## config.mk

```make
export PLATFORM = sky130hd
export DESIGN_NAME = life_step_controller
export DESIGN_NICKNAME = d
export VERILOG_FILES = /design/src/rtl/life_pkg.sv /design/src/rtl/gen_counter.sv /design/src/rtl/life_step_controller.sv
export SDC_FILE = /design/constraint.sdc
export NUM_CORES = 1
export LEC_CHECK = 0
export ABC_AREA = 1
export BUFFER_PORTS_ARGS = -buffer_cell sky130_fd_sc_hd__buf_2
export CAP_MARGIN = 20
export CORE_UTILIZATION = 40
export CTS_CLUSTER_SIZE = 28
export DETAILED_ROUTE_END_ITERATION = 10
export GPL_ROUTABILITY_DRIVEN = 0
export HOLD_SLACK_MARGIN = 0.15
export SKIP_LAST_GASP = 1
export SLEW_MARGIN = 20
export SYNTH_ARGS = -nofsm -noshare
export SYNTH_HDL_FRONTEND = slang
export SYNTH_HIERARCHICAL = 1
export SYNTH_SLANG_ARGS = --single-unit
```

## constraint.sdc

```tcl
create_clock -name clk -period 3.4 [get_ports clk]
set_input_delay 0.17 -clock clk [delete_from_list [all_inputs] [get_ports clk]]
set_output_delay 0.17 -clock clk [all_outputs]
set_load 0.02 [all_outputs]
```

## src/rtl/life_pkg.sv

```systemverilog
// Shared types and defaults for the Life step controller.
package life_pkg;

    // Step sequencing states.
    typedef enum logic [1:0] {
        IDLE = 2'd0,
        REQ  = 2'd1,
        DONE = 2'd2
    } life_state_e;

    // Default width of the generation counter.
    localparam int GEN_W_DEFAULT = 16;

endpackage

```

## src/rtl/gen_counter.sv

```systemverilog
// Generation counter: wrapping up-counter with synchronous active-low clear.
module gen_counter #(
    parameter int WIDTH = 16
) (
    input  logic             clk,
    input  logic             clr_b,
    input  logic             inc_en,
    output logic [WIDTH-1:0] count
);

    logic [WIDTH-1:0] count_d;
    logic [WIDTH-1:0] count_q;

    // Next count: increment on enable, natural wrap at all-ones.
    always_comb begin
        count_d = count_q;
        if (inc_en) begin
            count_d = count_q + WIDTH'(1);
        end
    end

    // Count register with synchronous clear.
    always_ff @(posedge clk) begin
        if (!clr_b) begin
            count_q <= '0;
        end else begin
            count_q <= count_d;
        end
    end

    assign count = count_q;

endmodule

```

## src/rtl/life_step_controller.sv

```systemverilog
// Life step controller: issues step requests to the board update engine on
// timer ticks (run) or single-step presses (paused), counts completed steps
// and flags dropped ticks.
// Optional feature: define LIFE_STEP_TIMEOUT_EN to abandon a request that is
// not acknowledged within TIMEOUT_CYCLES clocks.
//
// state | meaning
// IDLE  | waiting for a tick (run=1) or step_btn (run=0)
// REQ   | step_req asserted, waiting for step_ack
// DONE  | one-cycle completion slot; new triggers are not queued
module life_step_controller
    import life_pkg::*;
#(
    parameter int GEN_W          = GEN_W_DEFAULT,
    parameter int TIMEOUT_CYCLES = 1024
) (
    input  logic             clk,
    input  logic             rst,
    input  logic             tick_in,
    input  logic             run,
    input  logic             step_btn,
    input  logic             clr_flags,
    input  logic             step_ack,
    output logic             step_req,
    output logic [GEN_W-1:0] generation,
    output logic             busy,
    output logic             overrun,
    output logic             timeout
);

    life_state_e state_d, state_q;
    logic        step_req_d, step_req_q;
    logic        overrun_d, overrun_q;
    logic        trigger;
    logic        gen_inc;

`ifdef LIFE_STEP_TIMEOUT_EN
    localparam int TMR_W = (TIMEOUT_CYCLES > 1) ? $clog2(TIMEOUT_CYCLES) : 1;
    localparam logic [TMR_W-1:0] TMR_LOAD = TMR_W'(TIMEOUT_CYCLES - 1);

    logic [TMR_W-1:0] tmr_d, tmr_q;
    logic             timeout_d, timeout_q;
    logic             timeout_set;
`endif

    assign trigger = (run & tick_in) | (~run & step_btn);

    // Next-state logic; request flag is registered from the next state.
    always_comb begin
        state_d = state_q;
        gen_inc = 1'b0;
`ifdef LIFE_STEP_TIMEOUT_EN
        timeout_set = 1'b0;
`endif
        case (state_q)
            IDLE: begin
                if (trigger) begin
                    state_d = REQ;
                end
            end
            REQ: begin
                if (step_ack) begin
                    state_d = DONE;
                    gen_inc = 1'b1;
                end
`ifdef LIFE_STEP_TIMEOUT_EN
                else if (tmr_q == '0) begin
                    state_d     = IDLE;
                    timeout_set = 1'b1;
                end
`endif
            end
            DONE: begin
                state_d = IDLE;
            end
            default: begin
                state_d = IDLE;
            end
        endcase
        step_req_d = (state_d == REQ);
    end

    // Sticky overrun: a tick seen while busy is dropped; set beats clear.
    always_comb begin
        overrun_d = overrun_q & ~clr_flags;
        if (run && tick_in && (state_q != IDLE)) begin
            overrun_d = 1'b1;
        end
    end

    // State, request and flag registers.
    always_ff @(posedge clk) begin
        if (!rst) begin
            state_q    <= IDLE;
            step_req_q <= 1'b0;
            overrun_q  <= 1'b0;
        end else begin
            state_q    <= state_d;
            step_req_q <= step_req_d;
            overrun_q  <= overrun_d;
        end
    end

`ifdef LIFE_STEP_TIMEOUT_EN
    // Down-counter loaded on entry to REQ; terminal count zero abandons.
    always_comb begin
        tmr_d     = tmr_q;
        timeout_d = timeout_set | (timeout_q & ~clr_flags);
        if ((state_q == IDLE) && (state_d == REQ)) begin
            tmr_d = TMR_LOAD;
        end else if ((state_q == REQ) && (tmr_q != '0)) begin
            tmr_d = tmr_q - TMR_W'(1);
        end
    end

    // Timeout counter and sticky timeout flag.
    always_ff @(posedge clk) begin
        if (!rst) begin
            tmr_q     <= '0;
            timeout_q <= 1'b0;
        end else begin
            tmr_q     <= tmr_d;
            timeout_q <= timeout_d;
        end
    end

    assign timeout = timeout_q;
`else
    // No timeout hardware: the flag is permanently low and TIMEOUT_CYCLES
    // only keeps the parameter interface identical across builds.
    assign timeout = 1'b0 & (TIMEOUT_CYCLES != 0);
`endif

    gen_counter #(
        .WIDTH (GEN_W)
    ) u_gen_counter (
        .clk    (clk),
        .clr_b  (rst),
        .inc_en (gen_inc),
        .count  (generation)
    );

    assign step_req = step_req_q;
    assign busy     = (state_q != IDLE);
    assign overrun  = overrun_q;

endmodule

```

==> results of run 1 <==
==> per-stage QoR <==
step                hold slack, ns  instances
floorplan                   0.3084        153
global placement            0.4265        205
detailed placement          0.4298        205
CTS                         0.2064        211
global route                0.2171        211
finish                      0.2129        211
==> worst register-to-register path, cell delays in order (launching register included) <==
cell and delay, ns:
sky130_fd_sc_hd__dfxtp_1 0.32, sky130_fd_sc_hd__inv_2 0.08, sky130_fd_sc_hd__nand2_1 0.07, sky130_fd_sc_hd__nor2_1 0.38
sky130_fd_sc_hd__nand2_1 0.19, sky130_fd_sc_hd__nor2_4 0.17, sky130_fd_sc_hd__nand2_2 0.07, sky130_fd_sc_hd__nor2_2 0.09
sky130_fd_sc_hd__nand3_1 0.07, sky130_fd_sc_hd__nand2_1 0.07, sky130_fd_sc_hd__nor2_1 0.04
==> power breakdown <==
group / internal [uW] / switching (uW) / leakage (uW)
sequential: 239 / 2.90 / 0.000162
combinational: 13.6 / 23.8 / 0.000383
clock: 41.2 / 65.9 / 0.0000138
total: 293 / 92.6 / 0.000559
==> cells in the final DEF (no fill, tap or decap) <==
cell type                       Yosys  layout
sky130_fd_sc_hd__a21oi_1           11      11
sky130_fd_sc_hd__buf_2              0      25
sky130_fd_sc_hd__clkbuf_4           0       3
sky130_fd_sc_hd__conb_1             1       1
sky130_fd_sc_hd__dfxtp_1           20      20
sky130_fd_sc_hd__dlygate4sd3_1      0       3
sky130_fd_sc_hd__ha_1               1       1
sky130_fd_sc_hd__inv_1             21      21
sky130_fd_sc_hd__inv_2              4       4
sky130_fd_sc_hd__nand2_1           32      32
sky130_fd_sc_hd__nand2_2            6       6
sky130_fd_sc_hd__nand2_4            1       1
sky130_fd_sc_hd__nand3_1            9       9
sky130_fd_sc_hd__nand3_2            2       2
sky130_fd_sc_hd__nand4_1            2       2
sky130_fd_sc_hd__nor2_1            22      22
sky130_fd_sc_hd__nor2_2             2       2
sky130_fd_sc_hd__nor2_4             4       4
sky130_fd_sc_hd__nor3_1             4       4
sky130_fd_sc_hd__nor3b_1            1       1
sky130_fd_sc_hd__o21ai_0            4       4
sky130_fd_sc_hd__o21ai_1            2       2
sky130_fd_sc_hd__o21bai_1           1       1
==> final cells by class <==
cell class / instances / area (um^2) / share of cell area, %
inverters: 25 / 93.84 / 7.614
repair buffers: 28 / 155.1 / 12.59
multi-input cells: 105 / 523.0 / 42.44
flip-flops and latches: 20 / 400.4 / 32.49
well taps: 30 / 37.54 / 3.046
clock buffers: 3 / 22.52 / 1.827
==> worst paths after layout <==
kind / to / depth (start not counted) / start
max: u_gen_counter/count[13] / 11 / step_ack
min: u_gen_counter/count[11] / 3 / rst
max reg2reg: u_gen_counter/count[13] / 10 / state_q[1]
min reg2reg: u_gen_counter/count[8] / 2 / u_gen_counter/count[8]
==> per-layer routing <==
layer | global-route usage (%) | vias to the layer above | wire, um
met5 | 0 | - | 0
met4 | 7.895 | 0 | 12
met3 | 2.874 | 2 | 94
met2 | 27.85 | 21 | 937
met1 | 23.36 | 428 | 1093
li1 | - | 531 | -
==> sequential cells by signal, summed over array words and instances, names as in the netlist <==
signal,flops
u_gen_counter/count,16
state_q,2
overrun,1
step_req,1
==> cell families (layout without fill, tap and decap cells) <==
kind of cell             Yosys count  after routing  share of synthesized area (%)
AO/OA/AOI/OAI                     18             18                          8.937
adder cells (fa/ha/maj)            1              1                          1.208
buffers and inverters             28             56                          10.87
flip-flops                        20             20                          38.65
other                              1              1                         0.3620
AND/OR/NAND/NOR                   85             85                          39.98
==> repair_timing <==
| action | CTS | global route |
|---|---|---|
| hold buffers | 3 | 0 |
| endpoints found under the hold margin | 2 | 0 |
| endpoints found under the setup margin | 0 | 0 |
| resized for setup | 0 | 0 |
==> impl.org, run 1 <==
** Clock network
- Worst-Skew Late Latency :: about 0.29 ns
- TritonCTS built the clock tree.
- Num CTS Buffers :: 3
- Num Clock Sinks :: 20
- In this run the post-CTS setup repair buffer count came out at 0.
- Clock transition at the registers of the reported paths :: 0.11 ns
- Worst-case clock buffer depth :: 2
- Level count of the clock H-tree :: 1
- Root buffer selected by CTS :: sky130_fd_sc_hd__clkbuf_4

** Worst setup path
- The critical path goes through dlygate4sd3_1 -> buf_2 -> inv_1 -> nor2_1 -> nand2_1 -> nor2_4 -> nand2_2 -> nor2_2 -> nand3_1 -> nand2_1 -> nor2_1.
- STA puts the critical path data required time at 3.59 ns.
- Count of buffer and inverter cells on the critical path :: 3
- Critical Path Start Type :: input port
- CP arrival :: between 1.5 and 2 ns
- Critical setup path kind :: input port to flip-flop
- Highest-delay cell along the critical path :: sky130_fd_sc_hd__dlygate4sd3_1
- Maximum fanout count along the critical path :: 8
- STA classifies the critical path endpoint as a flip-flop.
- The cell family contributing the most delay on the critical path is simple AND/OR/NAND/NOR gates.
- Biggest cell delay along the critical path :: about 0.52 ns
- Reg-to-reg setup timing slack :: 1.75 ns

** Floorplan
- Area of the core :: 2455 um^2
- The floorplan step set the die height to ~53 um.
- The floorplan step set the die width to between 50 and 60 um.
- 27 I/O pins were placed.
- Row cnt :: 18
- Effective utilization at floorplan :: around 42%
- The die covers around 2800 um^2.

** Logic synthesis
- The number of different library cells used by synthesis comes to 22.
- After synthesis the cells add up to roughly 1000 um^2.
- Summed over its instances, the top area cell type makes up 38.65% of the synthesized netlist area.
- Main flop type after synthesis :: sky130_fd_sc_hd__dfxtp_1
- Sequential elements use slightly below 40% of the synthesized area.
- Number of synthesized register bits :: 20
- Largest area contributor in the netlist :: sky130_fd_sc_hd__dfxtp_1
- Yosys warnings :: 6
- Most common library cells after synthesis :: sky130_fd_sc_hd__nand2_1, sky130_fd_sc_hd__nor2_1, sky130_fd_sc_hd__inv_1
- Async set or reset register ratio after synthesis :: 0%
- In the post-synthesis netlist, the biggest area contributors are sky130_fd_sc_hd__dfxtp_1, sky130_fd_sc_hd__nand2_1, sky130_fd_sc_hd__nor2_1.
- Synthesis produced between 150 and 200 cells.
- Post-Syn Nets :: around 160
- The most common cell in the synthesized netlist is sky130_fd_sc_hd__nand2_1.
- Counting flops with a built-in enable in the synthesized netlist gives 0.
- After synthesis, the mean cell area works out to around 6.8 um^2.

** Worst hold path
- Worst min-delay path class :: input port to flip-flop

** Cells and area
- The net count of the finished layout is about 190.
- The layout has 267 filler cells.
- Area overhead of the layout relative to synthesis :: 18.96%
- Final cell area excluding filler cells :: between 1000 and 1500 um^2
- Post-layout utilization of the core :: between 50% and 60%
- The number of antenna diodes in the final layout is 0.
- In the final layout, the share of cells above drive strength 1 is between 20% and 30%.

** STA
- Setup repair after global routing left no endpoint under its margin.
- Final hold violation count :: 0
- The worst path needs roughly 1.7 ns of the cycle, external delays included.
- Final Setup Violations :: 0
- Setup_tns :: 0 ns
- The number of slew-limit violations in the final report came to 0.
- Of the available clock period, the critical path in the final layout requires between 50 and 60%.
- After layout, the worst setup slack is between 1.5 and 2 ns.
- Maximum achievable frequency :: roughly 580 MHz
- Maximum clock skew at final layout :: ~0.0066 ns

** Global routing
- Maximum number of pins on one net before global-route repair :: 14
- Global routing consumed, over all layers together, 17.66% of the routing resources.
- Vias in the first global route :: about 840
- Global-route wire length before repair :: between 3000 and 4000 um
- Total congestion overflow after global routing :: 0
- The initial antenna violation count is 0.

** Place
- Buffers on Ports :: 25
- Placed wire-length estimate after detailed placement :: approximately 1700 um
- After detailed placement, the total cell area comes to approximately 1200 um^2.
- Timing analysis after detailed placement gives a worst setup slack of between 1.5 and 2 ns.

** Drt
- For this run, design rule violations remaining after detail routing come to 0.
- Number of vias per cell :: 4.654
- Total number of vias :: about 980
- Before antenna repair, the detailed router went through 4 iterations.
- DRT iter0 DRCs :: 14
- In this run the remaining antenna-violating nets after routing total 0.
- Total wire length :: ~2100 um
- Wire length per cell after detailed routing :: roughly 10 um

** Job
- The tool flagged a number of max-cap violations equal to 0.

** Status
- The run finished with clean final reports.

** Power and ir drop
- Worst voltage drop across the vdd grid :: roughly 0.21 mV
- Overall power consumption after layout is estimated at roughly 390 uW.
- In this run the power density over the cells is approximately 310 nW/um^2.
- Leak :: roughly 0.00056 uW
(Power assumes the default switching activity.)
==> run 2, diff against run 1 <==
--- a/config.mk
+++ b/config.mk
@@ -5,7 +5,7 @@
 export SDC_FILE = /design/constraint.sdc
 export NUM_CORES = 1
 export LEC_CHECK = 0
-export ABC_AREA = 1
+export ABC_AREA = 0
 export BUFFER_PORTS_ARGS = -buffer_cell sky130_fd_sc_hd__buf_2
 export CAP_MARGIN = 20
 export CORE_UTILIZATION = 40
==> constraint.sdc (replaced) <==
create_clock -name clk -period 1.6 [get_ports clk]
set_input_delay 0.08 -clock clk [delete_from_list [all_inputs] [get_ports clk]]
set_output_delay 0.08 -clock clk [all_outputs]
set_load 0.02 [all_outputs]
==> run 2 against run 1 <==
Against the previous run:
- synthesized area is 12% lower
- non-clock buffer count grew 16
- synthesized cell count is 34% lower
- critical path depth is 5 lower
- first-iteration DRC count down 64%
- die area shrank 11%
- core utilization rose by 13 points
- final area rose by 6.2%
- flip-flop and latch count unchanged
==> impl.org, run 2 <==
** Worst setup path
- The critical path is of the flip-flop to flip-flop type.
- On the worst path, the slowest cell contributes a delay of around 0.39 ns.
- The signal on the critical path passes through nand2_4 -> nor2_4 -> nand4_4 -> nor4_4 -> or3b_1 -> a21oi_1.
- In this run the worst path has a maximum fanout of 5.
- Critical Path Start Type :: flip-flop
- Critical path required time :: about 1.8 ns
- STA puts the critical path data arrival time at ~1.8 ns.
- Among all stages on the critical path, the largest delay is contributed by sky130_fd_sc_hd__dfxtp_4.
- STA classifies the critical path endpoint as a flip-flop.

** Place
- Once placement completed, the tool counted placed cells totaling 160.
- Placed wire-length estimate after detailed placement :: between 1000 and 1500 um
- Post-DP Area :: around 1100 um^2
- The count of buffers added on input and output ports is 25.
- At the placement stage, the worst setup path has a slack of ~0.045 ns.

** Logic synthesis
- Main flop type after synthesis :: sky130_fd_sc_hd__dfxtp_1
- The largest total area in the synthesized netlist belongs to sky130_fd_sc_hd__dfxtp_1.
- In the synthesized netlist, the number of instances is a little over 100.
- Post-Syn Nets :: around 110
- Of the post-synthesis cell area, the part taken by muxes is under 10%.
- Averaged over all synthesized cells, the footprint is ~9.0 um^2.
- The number of different library cells used by synthesis comes to 31.
- By area, the combinational part of the netlist is dominated by simple AND/OR/NAND/NOR gates.
- Ranked by instance count, the synthesized netlist is headed by sky130_fd_sc_hd__dfxtp_1, sky130_fd_sc_hd__nor2_1, sky130_fd_sc_hd__nand2_1.
- In this run, synthesis produced a sequential element count of 20.
- Xor/xnor share of the synthesized area :: a little under a tenth
- sky130_fd_sc_hd__dfxtp_1 is the most common cell in the netlist.
- Async set or reset register ratio after synthesis :: 0%
- Share of the synthesized area in compound gates (AO/OA/AOI/OAI) :: 7.123%
- For this run, the register share of the synthesized area comes to a little over two fifths.
- Number of flops mapped to enable cells by yosys :: 0
- The synthesized netlist devotes between 30% and 40% of its cell area to simple gates.
- Yosys warnings :: 6
- The synthesized netlist devotes 1.370% of its cell area to adder and majority cells.
- Largest cells by area after synthesis :: sky130_fd_sc_hd__dfxtp_1, sky130_fd_sc_hd__nor2_1, sky130_fd_sc_hd__xnor2_1
- Synth Cell Area :: a little over 900 um^2
- The synthesized design devotes to its leading area cell type a little over two fifths of total area.

** Global routing
- After global routing the overflow that remains totals 0.
- The global routing stage identified its most utilized layer as met2.
- Global routing consumed, on the met2 layer, 31.08% of the routing resources.
- Entering global routing, the biggest net connects 14 pins.
- Global-route wire length before repair :: between 3000 and 4000 um
- Number of antenna violations at the first check in global routing :: 0
- Global routing consumed, on the met1 layer, about 24% of the routing resources.
- The via count of the first global-routing pass was between 800 and 900.
- GRT met3 Usage :: 2.778%
- Total GRT Usage :: between 10% and 20%

** Clock network
- Clock transition at the registers of the reported paths :: between 0.1 and 0.15 ns
- Root buffer selected by CTS :: sky130_fd_sc_hd__clkbuf_4
- Clock tree from TritonCTS :: built
- Level count of the clock H-tree :: 1
- Num Clock Sinks :: 20
- For the worst-skew pair, the clock arrives at the later sink with an insertion delay of around 0.30 ns.
- Counting the buffers created by CTS gives 3.
- Worst-case clock buffer depth :: 2

** Cells and area
- Most common library cell in the layout ignoring fill and taps :: sky130_fd_sc_hd__buf_2
- 0 antenna diodes ended up in the layout.
- Fraction of layout instances using a drive strength above 1 :: between 30% and 40%
- In the final design database the tool counted ~160 nets.
- Number of standard cells in the layout, taps in and fillers out :: between 150 and 200
- Final cell area excluding filler cells :: between 1000 and 1500 um^2
- The area growth from synthesis to layout is 43.29%.
- Most frequent cells in the layout :: sky130_fd_sc_hd__buf_2, sky130_fd_sc_hd__dfxtp_1, sky130_fd_sc_hd__nor2_1
- Count of fill cells added during filler insertion :: 184
- The register with the most flip-flops in the layout has 16 of them.

** STA
- Ratio of final minimum period to clock period :: 96.31%
- The number of slew-limit violations in the final report is 0.
- Clock period minus final worst setup slack :: around 1.5 ns
- The total count of hold-check failures in the final report is 0.
- Setup repair after global routing could not meet its margin everywhere.
- Final Setup Violations :: 0
- Timing would allow up to approximately 650 MHz.
- Across the routed clock network, the largest skew measured is roughly 0.0044 ns.
- Once routing completed, OpenROAD measured the worst setup slack at about 0.06 ns.

** Floorplan
- From bottom edge to top edge, the die measures 49.79 um.
- The die covers between 2000 and 2500 um^2.
- Num ports :: 27
- Die Width :: ~50 um
- For this configuration, the core starts out at a cell density of approximately 44%.
- Row generation in the floorplan step produced 16 rows.
- Area of the core :: between 2000 and 2500 um^2

** Power and ir drop
- P per Cell Area :: 692.5 nW/um^2
- The analysis attributes to cell leakage a power of around 0.00057 uW.
- Power comes to ~910 uW.
- The worst-case IR drop observed on VDD is approximately 0.51 mV.

** Drt
- Total number of vias :: between 800 and 900
- Pre-Repair DR Iteration Count :: 4
- For this block, the initial DRC count from the detailed router was 5.
- The final layout contains routed wiring with a total length of 1966 um.
- Number of vias per cell :: between 4 and 5
- The count of nets left with antenna violations once routing finished came out at 0.
- Dividing the detail-routed wire length by the instance count gives 11.36 um.
- After detailed routing, the number of remaining DRC violations is 0.

** Status
- Outcome :: complete, no violations

** Worst hold path
- Worst min-delay path class :: input port to flip-flop

** Job
- Max-cap violations in this run came to 0.
[run 2: changes by cell type after synthesis, sizes merged, moves of 5 or more]
| cell | previous run | this run |
|---|---|---|
| nand2 | 39 | 11 |
| a21oi | 11 | 3 |
| inv | 25 | 4 |
| o21ai | 6 | 1 |
| xnor2 | 0 | 6 |
| nand2b | 0 | 5 |
| nor2 | 28 | 14 |
| nand3 | 11 | 3 |
[run 2: metrics by stage]
stage                     utilization [%]  TNS (ns)  hold WS, ns
after floorplan                         -         0       0.1854
after global placement              55.58         0       0.3092
after detailed placement            55.58         0       0.3161
after CTS                           61.23         0       0.1550
after global routing                63.47  -0.02314       0.1853
final                               63.47         0       0.1793
[run 2: metal layers]
layer / part of all wire (%) / up-vias
li1: - / 435
met1: 47 / 393
met2: 49 / 15
met3: 3.1 / 2
met4: 0.61 / 0
met5: 0 / -
[run 2: final timing paths]
check	to	cells after the start	startpoint	slack (ns)
setup reg to reg	u_gen_counter/count[13]	6	state_q[0]	0.06
hold reg to reg	u_gen_counter/count[14]	2	u_gen_counter/count[14]	0.48
hold / removal	step_req	3	run	0.18
setup / recovery	u_gen_counter/count[13]	6	state_q[0]	0.06
[run 2: final cells by class]
| cell class | instances | area, um^2 | share of cell area [%] |
|---|---|---|---|
| Sequential cell | 20 | 409.1 | 31.26 |
| Multi-Input combinational cell | 74 | 521.8 | 39.87 |
| Inverter | 4 | 15.01 | 1.147 |
| Timing Repair Buffer | 44 | 292.8 | 22.37 |
| Tap cell | 27 | 33.78 | 2.581 |
| Clock buffer | 4 | 36.28 | 2.772 |
[run 2: what timing repair did]
action                                 in CTS  in global routing
hold buffers                                8                  0
setup endpoints to repair                   0                  6
endpoints found under the hold margin       7                  0
buffers inserted                            0                  2
gates resized for setup                     0                  8
[run 2: kinds of logic (layout without fill, tap and decap cells)]
group / count (synthesis) / in the layout
XOR/XNOR: 10 / 10
adder cells (fa/ha/maj): 1 / 1
AND/OR/NAND/NOR: 49 / 49
buffers and inverters: 7 / 52
other: 1 / 1
flip-flops: 20 / 20
multiplexers: 4 / 4
AO/OA/AOI/OAI: 9 / 9
[run 2: worst max-delay path, delay by kind of cell (launching register included)]
family,cells,cell delay [ns]
compound gates,1,0.13
flops,1,0.39
simple gates,5,0.95
[run 2: where the power goes]
part	switching [uW]	internal (uW)	total, uW	leakage [uW]
registers	7.75	507	515	0.000164
clock network	154	139	293	0.0000210
logic	51.1	47.8	98.9	0.000387
total	213	694	906	0.000573
